==> config.mk <==
export PLATFORM = sky130hd
export DESIGN_NAME = and_gate_bist
export DESIGN_NICKNAME = d
export VERILOG_FILES = /design/src/rtl/and_bist_pkg.sv /design/src/rtl/bist_lfsr.sv /design/src/rtl/and_gate_bist.sv
export SDC_FILE = /design/constraint.sdc
export NUM_CORES = 1
export LEC_CHECK = 0
export CORE_AREA = 4 4 67 69
export CTS_CLUSTER_SIZE = 25
export DETAILED_ROUTE_END_ITERATION = 16
export DIE_AREA = 0 0 71 73
export GPL_ROUTABILITY_DRIVEN = 0
export GPL_TIMING_DRIVEN = 0
export PLACE_DENSITY = 0.78
export SLEW_MARGIN = 20
export SYNTH_ARGS = -nofsm -noshare
export SYNTH_HDL_FRONTEND = slang
export SYNTH_SLANG_ARGS = --single-unit
==> constraint.sdc <==
create_clock -name clk -period 4.6 [get_ports clk]
set_input_delay 0.69 -clock clk [delete_from_list [all_inputs] [get_ports clk]]
set_output_delay 0.69 -clock clk [all_outputs]
set_load 0.005 [all_outputs]
==> src/rtl/and_bist_pkg.sv <==
// ============================================================================
//  and_bist_pkg : shared state encoding and polynomial constants for AND BIST
//  Revision     : 1.0
// ============================================================================
`default_nettype none

package and_bist_pkg;

  typedef enum logic [1:0] {
    IDLE   = 2'd0,
    DRIVE  = 2'd1,
    SAMPLE = 2'd2,
    DONE   = 2'd3
  } bist_state_e;

  // MISR x^16+x^12+x^5+1, shift-left form: feedback taps sig[15], sig[11], sig[4]
  localparam int          MISR_W        = 16;
  localparam logic [15:0] MISR_TAP_MASK = 16'h8810;

  // LFSR x^8+x^6+x^5+x^4+1, shift-left form: feedback taps bits 7, 5, 4, 3
  localparam int          LFSR_W        = 8;
  localparam logic [7:0]  LFSR_TAP_MASK = 8'hB8;

  function automatic logic misr_fb(input logic [MISR_W-1:0] sig);
    return ^(sig & MISR_TAP_MASK);
  endfunction

endpackage

`default_nettype wire

==> src/rtl/bist_lfsr.sv <==
// ============================================================================
//  bist_lfsr : 8-bit Fibonacci LFSR with load/enable and a nonzero-seed guard
//  Revision  : 1.0
// ============================================================================
`default_nettype none

module bist_lfsr
  import and_bist_pkg::*;
#(
  parameter logic [LFSR_W-1:0] SEED  = 8'hA5,
  parameter int                OUT_W = 2
) (
  input  logic             clk,
  input  logic             rst_n,
  input  logic             load_i,
  input  logic             en_i,
  output logic [OUT_W-1:0] state_o
);

  // An all-zero state would lock the register up, so it is never loaded.
  localparam logic [LFSR_W-1:0] SEED_SAFE = (SEED == '0) ? 8'h01 : SEED;

  logic [LFSR_W-1:0] lfsr_q;
  logic [LFSR_W-1:0] lfsr_d;

  always_comb begin
    lfsr_d = lfsr_q;
    if (load_i) begin
      lfsr_d = SEED_SAFE;
    end else if (en_i) begin
      lfsr_d = {lfsr_q[LFSR_W-2:0], ^(lfsr_q & LFSR_TAP_MASK)};
    end
  end

  always_ff @(posedge clk or negedge rst_n) begin
    if (!rst_n) begin
      lfsr_q <= SEED_SAFE;
    end else begin
      lfsr_q <= lfsr_d;
    end
  end

  assign state_o = lfsr_q[OUT_W-1:0];

endmodule

`default_nettype wire

==> src/rtl/and_gate_bist.sv <==
// ============================================================================
//  and_gate_bist : self-test of a 2-input AND gate with error count and MISR
//  Revision      : 1.0
// ============================================================================
`default_nettype none

module and_gate_bist
  import and_bist_pkg::*;
#(
  parameter int          N_PATTERNS = 16,
  parameter logic [7:0]  LFSR_SEED  = 8'hA5,
  parameter logic [15:0] MISR_SEED  = 16'hFFFF
) (
  input  logic        clk,
  input  logic        rst_n,
  input  logic        start,
  output logic        dut_a,
  output logic        dut_b,
  input  logic        dut_y,
  output logic        busy,
  output logic        done,
  output logic        pass,
  output logic [7:0]  err_count,
  output logic [15:0] signature
);

  localparam int                IDX_W = $clog2(N_PATTERNS);
  localparam logic [IDX_W-1:0]  LAST  = IDX_W'(N_PATTERNS - 1);

  bist_state_e       state_q, state_d;
  logic [IDX_W-1:0]  idx_q, idx_d;
  logic              a_q, a_d;
  logic              b_q, b_d;
  logic [7:0]        err_q, err_d;
  logic [MISR_W-1:0] sig_q, sig_d;
  logic              busy_q, busy_d;
  logic              done_q, done_d;
  logic              pass_q, pass_d;
  logic              lfsr_load;
  logic              lfsr_en;
  logic [1:0]        lfsr_pat;
  logic              exp_y;

  bist_lfsr #(
    .SEED  (LFSR_SEED),
    .OUT_W (2)
  ) u_lfsr (
    .clk     (clk),
    .rst_n   (rst_n),
    .load_i  (lfsr_load),
    .en_i    (lfsr_en),
    .state_o (lfsr_pat)
  );

  always_comb begin
    state_d   = state_q;
    idx_d     = idx_q;
    a_d       = a_q;
    b_d       = b_q;
    err_d     = err_q;
    sig_d     = sig_q;
    busy_d    = busy_q;
    done_d    = done_q;
    pass_d    = pass_q;
    lfsr_load = 1'b0;
    lfsr_en   = 1'b0;
    exp_y     = a_q & b_q;

    case (state_q)
      IDLE, DONE: begin
        if (start) begin
          state_d   = DRIVE;
          idx_d     = '0;
          err_d     = '0;
          sig_d     = MISR_SEED;
          lfsr_load = 1'b1;
          busy_d    = 1'b1;
          done_d    = 1'b0;
          pass_d    = 1'b0;
        end else if (state_q == DONE && !done_q) begin
          // Result is published one cycle after the last compare settles.
          busy_d = 1'b0;
          done_d = 1'b1;
          pass_d = (err_q == 8'd0);
        end
      end
      DRIVE: begin
        if (32'(idx_q) < 32'd4) begin
          {a_d, b_d} = idx_q[1:0];
        end else begin
          {a_d, b_d} = lfsr_pat;
          lfsr_en    = 1'b1;
        end
        state_d = SAMPLE;
      end
      SAMPLE: begin
        // Case-equality so an X on the gate output is scored as a miss.
        if ((dut_y !== exp_y) && (err_q != 8'hFF)) begin
          err_d = err_q + 8'd1;
        end
        sig_d = {sig_q[MISR_W-2:0], misr_fb(sig_q)} ^ {13'b0, a_q, b_q, dut_y};
        if (idx_q == LAST) begin
          state_d = DONE;
        end else begin
          idx_d   = idx_q + IDX_W'(1);
          state_d = DRIVE;
        end
      end
      default: state_d = IDLE;
    endcase
  end

  always_ff @(posedge clk or negedge rst_n) begin
    if (!rst_n) begin
      state_q <= IDLE;
      idx_q   <= '0;
      a_q     <= 1'b0;
      b_q     <= 1'b0;
      err_q   <= '0;
      sig_q   <= MISR_SEED;
      busy_q  <= 1'b0;
      done_q  <= 1'b0;
      pass_q  <= 1'b0;
    end else begin
      state_q <= state_d;
      idx_q   <= idx_d;
      a_q     <= a_d;
      b_q     <= b_d;
      err_q   <= err_d;
      sig_q   <= sig_d;
      busy_q  <= busy_d;
      done_q  <= done_d;
      pass_q  <= pass_d;
    end
  end

  assign dut_a     = a_q;
  assign dut_b     = b_q;
  assign busy      = busy_q;
  assign done      = done_q;
  assign pass      = pass_q;
  assign err_count = err_q;
  assign signature = sig_q;

endmodule

`default_nettype wire
---- Word-level counts from Yosys, hierarchy flattened ----
Index checks and enable logic that the tools add are counted.
storage, ports and cells
  flip-flop bits (word level) ............. 43
  input bits .............................. 4
  output and inout bits ................... 29
  logic and storage cells ................. 64
operators by class
  $add $sub $neg .......................... 2
  order comparisons ....................... 1
  equality and inequality tests ........... 9
  multiplexer cells ....................... 25
  bitwise logic cells ..................... 2
  reductions and logical operators ........ 15
operator list
  kind                 number
  $mux 8               4
  $pmux 16 s2          1
  $mux 16              1
  $pmux 8 s2           1
  $reduce_xor 16->1    1
  $xor 16x3->16        1
  $mux 1               12
  $add 8x1->8 const B  1
  $logic_not 8->1      1
  $mux 4               2
  $ne 8x8->1 const B   1
  $pmux 4 s2           1
  $reduce_xor 8->1     1
  $ne 2x2->1 const B   3
  $pmux 2 s3           1
  $reduce_and 3->1     2
  $reduce_bool 2->1    3
  $add 4x1->4 const B  1
  $eq 2x2->1 const B   2
  $eq 4x4->1 const B   1
  $lt 4x3->1 const B   1
  $mux 2               2
  $reduce_and 2->1     2
  $eq 2x1->1 const B   1
  6 further kinds      7

---- Logic depth before layout (Yosys ltp) ----
Gate-level depths: netlist of run 1.
  depth in word-level cells ............... 5
  gate-level depth with buffers ........... 9
  mapped depth without buffers ............ 6

---- Cells and area by module ----
A second synthesis of run 1 with hierarchy kept.
second synthesis, totals
  cell total of the unflattened synthesis .. 206
  area, all modules ....................... 2150.8 um^2
modules (own cells, without submodules)
  module         times used  cells each  area each (um^2)  seq. area each (um^2)
  and_gate_bist  1           175         1788.0            895.9
  bist_lfsr      1           31          362.8             205.2

---- Least setup slack after synthesis of run 1 ----
OpenSTA, ideal clock, no wires.
  path kind ............................... reg-to-reg
  from .................................... register state_q[0]
  to ...................................... register err_q[7] (netlist: err_count[7])
  setup time .............................. 0.120 ns
  data arrival time ....................... 1.799 ns
  required time ........................... 4.480 ns
  path slack .............................. 2.682 ns
  cell stages (with the launch flop) ...... 9
  path buffers ............................ 2
  period minus slack after synthesis ...... 1.918 ns
  cells stage by stage .................... dfrtp_1 inv_1 ha_1 buf_2 nand2b_1 buf_2 nand3_1 or4_1 and3b_1
between the ends
  longest elaborated chain between the ends .. 4
  elaborated cells between the ends (all ways) .. 9
  classes of those cells .................. eq/ne (4); mux (1); reduce/logical (4)
RTL lines
  element                                                    RTL line              source
  start, declared                                            and_gate_bist.sv:30   bist_state_e state_q, state_d;
  start signal, assigned                                     and_gate_bist.sv:125  state_q <= state_d;
  $eq 2x2->1 or $logic_not 2->1 (tied branches)              and_gate_bist.sv:69   case (state_q)
  $reduce_or 2->1                                            and_gate_bist.sv:69
  $ne 2x2->1 (no line) or $reduce_bool 2->1 (tied branches)  n/a
  $reduce_and 3->1 (no line)                                 n/a
  end signal, assigned                                       and_gate_bist.sv:129  err_q <= err_d;
  end, declared                                              and_gate_bist.sv:34   logic [7:0] err_q, err_d;
Parallel ways exist; a longest one is shown, timed or not.
A chain may end at the register's enable or synchronous reset.

---- Worst setup path in the final report of run 1 ----
  from .................................... input dut_y
  to ...................................... register err_q[7] (netlist: err_count[7])
between the ends
  longest elaborated chain between the ends .. 4
RTL lines
  element                     RTL line             source
  start, declared             and_gate_bist.sv:19  input logic dut_y,
  $nex 1x1->1                 and_gate_bist.sv:98  if ((dut_y !== exp_y) && (err_q != 8'hFF)) begin
  $logic_and 1x1->1           and_gate_bist.sv:98
  $ne 2x2->1 (no line)        n/a
  $reduce_and 3->1 (no line)  n/a
No other way between the ends.

==> metrics.csv, run 1 <==
metric,value,unit
power_density,496,nW/um^2
final_nets,257,
synth.distinct_cells,49,
worstSetupStartpointType,input port,
drt_wl_total,4540,microns
synth_ff_type,dfrtp_1,
cp.required,4.79,ns
initialDrtViolationCount,89,
synth_area_leaders,"dfrtp_1 (27%), dfstp_2 (24%), o22a_1 (6.9%), nand2_1 (5.2%), ha_1 (4.1%)",
ir_drop,0.326,mV
layout_setup_ws,2.37,ns
post-synth-top-area-cell,dfrtp_1,
root_buffer,clkbuf_8,
status,finished clean,
crit_family,simple AND/OR/NAND/NOR gates,
leakage,1.05,nW
viasPerCell,5.90,
insertion_delay,0.30,ns
die_w,71,microns
r2r_slack,2.48,ns
async_flop_share,100,%
synth.avg_cell_area,10.4,sq um
finalSetupTns,0,ns
ys_ff_latch,43,
dieHeight,73,microns
antenna_found_initial,0,
worstPathCellList,clkdlybuf4s50_1 -> a21boi_2 -> o2111ai_4 -> or4_1 -> and3b_1,
startpoint,dut_y,
fmax,448,MHz
ys_seq_area_share,51.2,%
cts_buffer_depth,2,
r2r-start,state_q[0]$_DFFE_PN0P_,
area_growth,23.2,%
finalHoldViolations,0,
post-route-min-period,2.23,ns
dieArea,5180,sq um
grt_max_degree,28,
worst_slew_pin_slew,0.620,ns
diodes,0,
r2r.worst_path.cells,8,
crit_cells,5,
rows,23,
met2_usage,30.0,%
hold-worst-slack,0.317,ns
cts_tree,yes,
critPathSlowestCell,clkdlybuf4s50_1,
clk_pin_slew,0.08,ns
dp_hpwl,3170,microns
drv_cap,0,
slew_violations,0,
cts_hold_buf,0,
finalClockSkew,0.00893,ns
use_met3,4.96,%
worst_hold_path_type,in2async,
grt_pass1_wl,7910,microns
cts_max_level,2,
post_cts_resized,0,
dp_slack,2.07,ns
met1_usage,25.9,%
min_period_over_period,48.5,%
worst_ep_arrival_time,2.42,ns
r2r_end,err_count[7]$_DFFE_PN0P_,
synth_most_common_cell,nand2_1,
initial_core_util,55.0,%
final_cell_area,2650,sq um
layout-drive-gt1-share,15.8,%
clkSinkCount,43,
endpoint,err_count[7]$_DFFE_PN0P_,
crit_fanout,6,
numCtsBuffers,5,
syn_nets,217,
rsz0062_at_grt,false,
overflow,0,
slew-limit-headroom,58.2,%
core,3910,sq um
path_class,in2reg,
yosys-top-cells-count,"nand2_1 (30), dfrtp_1 (23), dfstp_2 (20)",
wl_per_cell,15.3,microns
busiest_layer,met2,
post_cts_buffers,0,
grt_pass1_vias,1705,
firstDrtPassIters,4,
port_buffers,32,
critical_path.endpoint_type,register,
grt_use_total,19.2,%
synth_top_area_share,26.7,%
setup_viol,0,
cp_num_buf_inv,1,
io_pins,33,
max_stage_delay,0.53,ns
placed_cell_area,2550,sq um
netlist_area,2150,sq um
vias,1753,
drc_errors,0,
ys_warn_count,0,
syn-instance-count,206,
synth-edff-count,0,
ant_nets,0,
[state kept, by name, indices dropped and copies added, names as in the netlist]
| name | flops |
|---|---|
| busy | 1 |
| done | 1 |
| dut_a | 1 |
| dut_b | 1 |
| err_count | 8 |
| idx_q | 4 |
| pass | 1 |
| signature | 16 |
| state_q | 2 |
| u_lfsr.lfsr_q | 8 |
[routing by layer]
layer | share of wire, % | vias to the layer above
met5 | 0 | -
met4 | 1.5 | 0
met3 | 5.5 | 8
met2 | 47 | 56
met1 | 46 | 853
li1 | - | 836
[through the flow]
step / cells / power, mW / utilization, %
after global routing: 297 / 1.42 / 67.7
after global placement: 288 / 1.04 / 64.8
after detailed placement: 289 / 1.06 / 65.2
final: 297 / 1.31 / 67.7
after CTS: 297 / 1.33 / 67.7
after floorplan: 206 / 0.858 / -
[final cells by class]
cell class	count	area (sq um)
Buffer	10	45.0
Clock buffer	8	101
Fill cell	320	1260
Inverter	4	15.0
Multi-Input combinational cell	149	991
Sequential cell	43	1100
Tap cell	50	62.6
Timing Repair Buffer	33	335
[layout by cell type, fill, tap and decap left out, types with 2 or more instances in the layout]
| master | synthesis | layout |
|---|---|---|
| a21o_1 | 2 | 2 |
| a21oi_1 | 12 | 12 |
| and2_1 | 2 | 2 |
| and3_1 | 2 | 2 |
| buf_2 | 6 | 7 |
| clkbuf_1 | 4 | 6 |
| clkbuf_8 | 0 | 5 |
| clkdlybuf4s50_1 | 0 | 31 |
| dfrtp_1 | 23 | 23 |
| dfstp_2 | 20 | 20 |
| ha_1 | 7 | 7 |
| inv_1 | 4 | 4 |
| mux2i_1 | 2 | 2 |
| nand2_1 | 30 | 30 |
| nand2b_1 | 2 | 2 |
| nand3_1 | 11 | 11 |
| nand3b_1 | 2 | 2 |
| nor2_1 | 9 | 9 |
| nor2b_1 | 2 | 2 |
| nor3_1 | 2 | 2 |
| nor4_1 | 2 | 2 |
| o211ai_1 | 4 | 4 |
| o21a_1 | 2 | 2 |
| o21ai_0 | 6 | 6 |
| o22a_1 | 17 | 17 |
| o31ai_1 | 2 | 2 |
| xnor2_1 | 5 | 5 |
| xor2_1 | 3 | 3 |
[logic make-up (layout without fill, tap and decap cells)]
kind of cell | Yosys count | in the layout | share of synthesized area [%]
flip-flops | 43 | 43 | 51.2
AND/OR/NAND/NOR | 72 | 72 | 16.4
AO/OA/AOI/OAI | 60 | 60 | 21.4
adder cells (fa/ha/maj) | 7 | 7 | 4.07
XOR/XNOR | 8 | 8 | 3.26
buffers and inverters | 14 | 55 | 2.79
multiplexers | 2 | 2 | 0.930
[worst min path at each step]
| stage | startpoint | endpoint | slack, ns | depth (start not counted) |
|---|---|---|---|---|
| after global routing | rst_n | u_lfsr.lfsr_q[4]$_DFFE_PN0P_ | 0.32 | 1 |
| after detailed placement | u_lfsr.lfsr_q[2]$_DFFE_PN1P_ | u_lfsr.lfsr_q[2]$_DFFE_PN1P_ | 0.48 | 2 |
| final | rst_n | u_lfsr.lfsr_q[4]$_DFFE_PN0P_ | 0.32 | 1 |
| after floorplan | rst_n | busy$_DFFE_PN0P_ | 0.39 | 0 |
| after global placement | u_lfsr.lfsr_q[2]$_DFFE_PN1P_ | u_lfsr.lfsr_q[2]$_DFFE_PN1P_ | 0.48 | 2 |
| after CTS | rst_n | u_lfsr.lfsr_q[4]$_DFFE_PN0P_ | 0.32 | 1 |
[worst register-to-register path: stages, from the launching register on]
cell,delay (ns)
dfrtp_1,0.44
inv_1,0.07
ha_1,0.28
buf_2,0.17
nand2b_1,0.07
buf_2,0.20
nand3_1,0.12
or4_1,0.48
and3b_1,0.19
[where the power goes]
| part | total (mW) | internal (mW) | switching (mW) | leakage [nW] |
|---|---|---|---|---|
| logic | 0.518 | 0.221 | 0.297 | 0.482 |
| clock network | 0.267 | 0.141 | 0.127 | 0.0506 |
| registers | 0.529 | 0.454 | 0.0750 | 0.516 |
Power figures use the tool's default switching activity.
==> run 2: changes to the inputs <==
CORE_AREA = 4 4 69 71   (was 4 4 67 69)
DIE_AREA = 0 0 73 75   (was 0 0 71 73)
PLACE_DENSITY = 0.74   (was 0.78)
clock period = 2.2 ns   (was 4.6 ns; I/O delays follow)
==> metrics.csv, run 2 (synthesized netlist as in run 1, its figures left out) <==
metric,value,unit
grt_pass1_vias,1642,
mostFrequentLayoutCells,"clkdlybuf4s50_1 (31), nand2_1 (30), dfrtp_1 (23)",
overflow,0,
wl_met2,2190,microns
wl_met3,204,microns
post-route-min-period,2.06,ns
clkPwrFrac,19.9,%
area_growth,24.4,%
insertion_delay,0.29,ns
top_layer_used,met4,
worst_hold_path_type,in2async,
viasPerCell,5.67,
dieArea,5480,sq um
final_common_cell,clkdlybuf4s50_1,
initial_core_util,50.8,%
core,4230,sq um
crit_fanout,10,
p_comb_share,40.2,%
switching_share,37.8,%
finalSetupTns,0,ns
final_core_util,63.2,%
numCtsBuffers,5,
vias,1707,
finalHoldViolations,0,
ant_nets,0,
firstDrtPassIters,4,
finalClockSkew,0.00836,ns
largest_register_ffs,16,
setup_viol,0,
p_int,1.72,mW
diodes,0,
root_buffer,clkbuf_8,
slew_violations,0,
rows,24,
min_period_over_period,93.8,%
cts_tree,yes,
ir_drop,0.634,mV
cts_buffer_depth,2,
fmax,485,MHz
rsz0062_at_grt,false,
grt_pass1_wl,8010,microns
io_pins,33,
wl_met1,2150,microns
cp.required,2.39,ns
drt_wl_total,4600,microns
wl_per_cell,15.3,microns
clkSinkCount,43,
grt_use_total,19.1,%
grt_max_degree,34,
power_density,1030,nW/um^2
critical_path.endpoint_type,register,
nFillCells,353,
layout-drive-gt1-share,17.3,%
p_switching,1.04,mW
worst_slew_pin_slew,0.685,ns
worstSetupStartpointType,register,
leakage,1.06,nW
drc_errors,0,
dp_hpwl,3310,microns
drv_cap,0,
antenna_found_initial,0,
final_nets,259,
status,finished clean,
die_w,73,microns
cts_max_level,2,
port_buffers,32,
hold-worst-slack,0.443,ns
slew-limit-headroom,53.8,%
clk_pin_slew,0.08,ns
path_class,reg2reg,
worst_ep_arrival_time,2.25,ns
dieHeight,75,microns
pwr-share-seq,39.9,%
initialDrtViolationCount,73,
run 2: critical path, stage by stage, from the launching register on:
cell      delay, ns
dfrtp_1        0.41
inv_1          0.06
ha_1           0.28
buf_2          0.17
nand2b_1       0.08
buf_4          0.16
nand3_1        0.11
or4_1          0.49
and3b_1        0.19
run 2: what timing repair did:
item                                   4_1_cts  5_1_grt
gates resized for setup                      0        3
setup endpoints to repair                    0        2
hold buffers                                 1        0
endpoints found under the hold margin        5        0
setup buffers                                0        1
run 2: per-layer routing:
metal | GRT usage (%) | vias up
li1 | - | 833
met1 | 25.9 | 833
met2 | 30.2 | 35
met3 | 5.21 | 6
met4 | 5.12 | 0
met5 | 0 | -
run 2: power by group through the flow:
stage	Clock [mW]	Combinational (mW)	Sequential [mW]
finish	0.549	1.11	1.10
floorplan	0	0.700	1.09
global placement	0	1.08	1.11
detailed placement	0	1.09	1.12
global route	0.611	1.25	1.13
CTS	0.567	1.10	1.11
run 2: final timing paths:
check | slack, ns | end | cells past startpoint | start
max in group asynchronous | 1.23 | u_lfsr.lfsr_q[2]$_DFFE_PN1P_ | 3 | rst_n
setup / recovery | 0.14 | err_count[7]$_DFFE_PN0P_ | 8 | state_q[0]$_DFFE_PN0P_
hold / removal | 0.44 | err_count[5]$_DFFE_PN0P_ | 2 | rst_n
setup reg to reg | 0.14 | err_count[7]$_DFFE_PN0P_ | 8 | state_q[0]$_DFFE_PN0P_
hold reg to reg | 0.49 | u_lfsr.lfsr_q[2]$_DFFE_PN1P_ | 2 | u_lfsr.lfsr_q[2]$_DFFE_PN1P_
min in group clk | 0.49 | u_lfsr.lfsr_q[2]$_DFFE_PN1P_ | 2 | u_lfsr.lfsr_q[2]$_DFFE_PN1P_
run 2: metrics by stage:
step / instances / cell area [sq um] / power (mW) / worst slack [ns]
5_1_grt: 301 / 2680 / 2.99 / 0.0162
3_5_place_dp: 291 / 2550 / 2.21 / 0.0230
3_3_place_gp: 290 / 2540 / 2.19 / -0.322
4_1_cts: 300 / 2670 / 2.77 / 0.0785
6_report: 301 / 2680 / 2.76 / 0.137
2_1_floorplan: 206 / 2150 / 1.79 / 0.282
run 2: final cells by class:
class | count | area (sq um) | share of cell area (%)
flip-flops and latches | 43 | 1100 | 41.1
multi-input cells | 149 | 992 | 37.1
repair buffers | 35 | 353 | 13.2
clock buffers | 7 | 96.3 | 3.60
well taps | 52 | 65.1 | 2.43
plain buffers | 10 | 47.5 | 1.78
inverters | 4 | 15.0 | 0.561
clock inverters | 1 | 7.51 | 0.280
==> patch 1 (config.mk and constraints of run 1) <==
Change the package constant `LFSR_W` from 8 to 10.
--- a/src/rtl/and_bist_pkg.sv
+++ b/src/rtl/and_bist_pkg.sv
@@ -18,7 +18,7 @@
   localparam logic [15:0] MISR_TAP_MASK = 16'h8810;
 
   // LFSR x^8+x^6+x^5+x^4+1, shift-left form: feedback taps bits 7, 5, 4, 3
-  localparam int          LFSR_W        = 8;
+  localparam int          LFSR_W        = 10;
   localparam logic [7:0]  LFSR_TAP_MASK = 8'hB8;
 
   function automatic logic misr_fb(input logic [MISR_W-1:0] sig);
Check against the original RTL: no difference found for any inputs over 10 cycles, from zero or initial values and one cycle with rst_n low; that may be too few to reach the edited logic, so the function may still have changed.
==> patch 1 against run 1 <==
Setup slack improved by 0.17 ns. Final area grew 0.80%. Wire length rose by 1.6%. Total power shrank 2.4%. Sequential share of layout area is 0.33 points lower. Cell count increased by 1.3%. First-iteration DRC count rose by 55%. Sequential cell count is the same. Area after synthesis increased by 1.6%.
==> patch 1: results (changes against run 1) <==
INFO  status         run_status=completed [unchanged]
INFO  detailed_routing detail_route.iter0.violations=138 [was 89]
INFO  worst_setup_path crit_path_start=signature[4]$_DFFE_PN1P_ [was dut_y]
INFO  worst_setup_path crit_path_top_delay_cell=dfstp_2 [was clkdlybuf4s50_1]
INFO  placed_design  placement.setup.worst_slack=2.38ns [was 2.07 ns]
INFO  worst_setup_path timing.critical_path.to=signature[4] [was err_count[7]$_DFFE_PN0P_]
INFO  placed_design  dpl_cell_area=2590squm [was 2550 sq um]
INFO  placed_design  dpl.cell_count=293 [was 289]
INFO  pwr            worst_ir_drop_vdd=220uV [was 326 uV]
INFO  detailed_routing via_per_inst=5.66 [was 5.90]
INFO  detailed_routing route.detailed.wl_per_inst=15.3microns [about the same]
INFO  worst_setup_path cp_slowest_stage_delay=0.57ns [was 0.53 ns]
INFO  clock_network  post_cts.resized_instances=0 [unchanged]
INFO  worst_setup_path crit_family=flip-flops [was simple AND/OR/NAND/NOR gates]
INFO  global_routing globalRouteTotalUtil=19.1% [was 19.2%]
INFO  final_layout   finish.cell_count_without_fillers=301 [was 297]
INFO  sta            worst-slew-pin-transition=0.630ns [was 0.620 ns]
INFO  worst_setup_path regToRegEndpoint=signature[7]$_DFFE_PN1P_ [was err_count[7]$_DFFE_PN0P_]
INFO  yosys          netlist_instances=210 [was 206]
INFO  yosys          synthDistinctLibCells=51 [was 49]
INFO  yosys          yosysSeqAreaShare=50.3% [was 51.2%]
INFO  min_path       worst_min_delay_path_category=primary input to async pin [unchanged]
INFO  global_routing grt_antenna_before_repair=0 [unchanged]
INFO  global_routing grt_pass1_wl=7890microns [was 7910 microns]
INFO  placed_design  dpl_hpwl=3260microns [was 3170 microns]
INFO  worst_setup_path ff2ff_setup_slack=2.77ns [was 2.48 ns]
INFO  worst_setup_path crit_arrival=1.37ns [was 2.42 ns]
INFO  pwr            power_leakage=1.10nW [was 1.05 nW]
INFO  sta            finClkSkew=0.0123ns [was 0.00893 ns]
INFO  global_routing grt_pass1_vias=1677 [was 1705]
INFO  pwr            switching_power_as_a_share_of_total_power=37.7% [was 37.9%]
INFO  yosys          synth.area.top_cells=dfrtp_1, dfstp_2, o22a_1, nand2_1, ha_1 [unchanged]
INFO  final_layout   total_number_of_nets_in_the_final_design=261 [was 257]
INFO  yosys          post_synth_most_frequent_cells=nand2_1, dfrtp_1, dfstp_2 [unchanged]
INFO  final_layout   antenna_cells=0 [unchanged]
INFO  yosys          syn_nets=221 [was 217]
INFO  worst_setup_path critical_path_peak_fanout=4 [was 6]
INFO  global_routing grt_max_degree=24 [was 28]
INFO  final_layout   nFillCells=326 [was 320]
INFO  clock_network  ctsRootBufferMaster=clkbuf_8 [unchanged]
INFO  sta            timing.final.crit_period=2.06ns [was 2.23 ns]
INFO  final_layout   drive_gt1_share=17.5% [was 15.8%]
[patch 1: cell count changes after synthesis, sizes merged, moves of 3 or more]
| cell | change |
|---|---|
| a21oi | +4 |
| o22a | -4 |
| buf | +3 |
| clkbuf | -3 |
[patch 1: worst min path at each step]
stage | from | end | slack [ns] | depth (start not counted)
5_1_grt | rst_n | busy$_DFFE_PN0P_ | 0.39 | 1
2_1_floorplan | rst_n | busy$_DFFE_PN0P_ | 0.39 | 0
3_5_place_dp | u_lfsr.lfsr_q[2]$_DFFE_PN1P_ | u_lfsr.lfsr_q[2]$_DFFE_PN1P_ | 0.49 | 2
3_3_place_gp | u_lfsr.lfsr_q[6]$_DFFE_PN0P_ | u_lfsr.lfsr_q[7]$_DFFE_PN1P_ | 0.47 | 2
4_1_cts | rst_n | busy$_DFFE_PN0P_ | 0.38 | 1
6_report | rst_n | done$_DFFE_PN0P_ | 0.36 | 1
[patch 1: kinds of logic after synthesis]
| family | share of synthesized area [%] |
|---|---|
| XOR/XNOR | 3.20 |
| AND/OR/NAND/NOR | 17.7 |
| adder cells (fa/ha/maj) | 4.00 |
| AO/OA/AOI/OAI | 19.9 |
| multiplexers | 1.37 |
| flip-flops | 50.3 |
| buffers and inverters | 3.49 |
[patch 1: power groups by stage]
stage | registers, mW | clock network (mW) | logic (mW)
5_1_grt | 0.523 | 0.256 | 0.598
3_5_place_dp | 0.520 | 0 | 0.544
6_report | 0.514 | 0.231 | 0.539
3_3_place_gp | 0.520 | 0 | 0.531
4_1_cts | 0.514 | 0.236 | 0.546
2_1_floorplan | 0.511 | 0 | 0.363
[patch 1: layout make-up]
class,instances,area share [%]
Timing Repair Buffer,33,12.8
Clock buffer,8,3.00
Inverter,4,0.562
Tap cell,50,2.34
Sequential cell,43,41.2
Buffer,10,2.29
Multi-Input combinational cell,153,37.8
[patch 1: routing by layer]
layer / up-vias / track usage [%] / wire [microns]
met1: 824 / 24.3 / 2150
met2: 39 / 31.9 / 2220
met5: - / 0 / 0
li1: 835 / - / -
met3: 5 / 4.96 / 203
met4: 0 / 6.05 / 38
==> patch 2 (flow settings as in run 1) <==
Made on the original files. Encoding of `bist_state_e`: now Gray code (2 bits for 4 states).
--- a/src/rtl/and_bist_pkg.sv
+++ b/src/rtl/and_bist_pkg.sv
@@ -7,10 +7,10 @@
 package and_bist_pkg;
 
   typedef enum logic [1:0] {
-    IDLE   = 2'd0,
-    DRIVE  = 2'd1,
-    SAMPLE = 2'd2,
-    DONE   = 2'd3
+    IDLE   = 2'b00,
+    DRIVE  = 2'b01,
+    SAMPLE = 2'b11,
+    DONE   = 2'b10
   } bist_state_e;
 
   // MISR x^16+x^12+x^5+1, shift-left form: feedback taps sig[15], sig[11], sig[4]
Function: no difference found for any inputs over 10 cycles, from zero or initial values and one cycle with rst_n low; not proved beyond that.
==> patch 2 against run 1 <==
Wire length is 15% lower. Clock power is 8.2% lower. Setup slack better by 0.16 ns. Area after synthesis is 8.9% lower. Count of clock-buffer cells in the layout is 3 lower. Final area is 7.6% lower. Sequential cell count stayed put. Sequential power is 41% higher. Total power is 35% higher. Highest routed layer unchanged.
==> patch 2: results (changes against run 1) <==
INFO  worst_setup_path ff2ff_setup_slack=2.93ns [was 2.48 ns]
INFO  yosys          synth.avg_cell_area=10.8squm [was 10.4 sq um]
INFO  placed_design  dpl.cell_count=265 [was 289]
INFO  detailed_routing route.detailed.wl_per_inst=14.2microns [was 15.3 microns]
INFO  yosys          synthDistinctLibCells=34 [was 49]
INFO  detailed_routing totalWireLength=3870microns [was 4540 microns]
INFO  yosys          syn_nets=189 [was 217]
INFO  yosys          synth.area.top_cells=dfrtp_1, dfstp_2, o22a_1, nand2_1, mux2i_1 [was dfrtp_1, dfstp_2, o22a_1, nand2_1, ha_1]
INFO  detailed_routing met1Wirelength=1890microns [was 2090 microns]
INFO  sta            holdWs=0.316ns [was 0.317 ns]
INFO  global_routing met3_usage=4.13% [was 4.96%]
INFO  worst_setup_path critical_path_peak_fanout=4 [was 6]
INFO  status         run_status=completed [unchanged]
INFO  worst_setup_path r2r_start=err_count[0]$_DFFE_PN0P_ [was state_q[0]$_DFFE_PN0P_]
INFO  final_layout   area_share_clock_buf_inv=3.68% [was 3.82%]
INFO  final_layout   nFillCells=338 [was 320]
INFO  global_routing grtUsageMet2=25.3% [was 30.0%]
INFO  worst_setup_path timing.critical_path.to=signature[4] [was err_count[7]$_DFFE_PN0P_]
INFO  global_routing grt_max_degree=27 [was 28]
INFO  pwr            worst_ir_drop_vdd=324uV [was 326 uV]
INFO  final_layout   multi_input_gates=127 [was 149]
INFO  final_layout   nonClockInverterCount=5 [was 4]
INFO  final_layout   signal_buffers=40 [was 43]
INFO  sta            final.setup.worst_slack=2.53ns [was 2.37 ns]
INFO  worst_setup_path crit_path_top_delay_cell=dfstp_2 [was clkdlybuf4s50_1]
INFO  sta            finClkSkew=0.00539ns [was 0.00893 ns]
INFO  final_layout   finalCoreUtilization=62.6% [was 67.7%]
INFO  worst_setup_path crit_path_start=signature[4]$_DFFE_PN1P_ [was dut_y]
INFO  yosys          yosysSeqAreaShare=56.2% [was 51.2%]
INFO  worst_setup_path regToRegEndpoint=err_count[1]$_DFFE_PN0P_ [was err_count[7]$_DFFE_PN0P_]
INFO  yosys          post_synth_most_frequent_cells=nand2_1, dfrtp_1, dfstp_2 [unchanged]
INFO  worst_setup_path cp_slowest_stage_delay=0.58ns [was 0.53 ns]
INFO  global_routing grt_pass1_wl=6820microns [was 7910 microns]
INFO  worst_setup_path crit_arrival=1.38ns [was 2.42 ns]
INFO  final_layout   drive_gt1_share=17.0% [was 15.8%]
INFO  global_routing grt_pass1_vias=1476 [was 1705]
-- patch 2: cell types whose count changed in the layout (fill, tap and decap cells not counted), sizes merged, moves of 5 or more --
cell / run 1 / this run
a21oi: 12 / 4
clkbuf: 12 / 7
mux2i: 2 / 7
nand2: 30 / 25
nor2: 9 / 15
o21ai: 7 / 12
-- patch 2: worst register-to-register path, cell delays in order (launching register included) --
cell     delay [ns]
dfrtp_1        0.45
ha_1           0.27
nand4_1        0.14
nor2_1         0.29
nor2_1         0.12
mux2_2         0.28
-- patch 2: cells by family (layout without fill, tap and decap cells) --
logic type	count (synthesis)	count (layout)	share of synthesized area (%)
compound gates	44	44	16.1
flops	43	43	56.2
fa+ha+maj	3	3	1.91
buf+inv	12	53	2.62
mux	8	8	4.15
xor+xnor	9	9	4.02
simple gates	63	63	15.1
-- patch 2: power by group --
part | switching, mW | total (mW) | internal [mW]
combinational | 0.366 | 0.777 | 0.411
clock | 0.136 | 0.245 | 0.109
sequential | 0.157 | 0.746 | 0.589
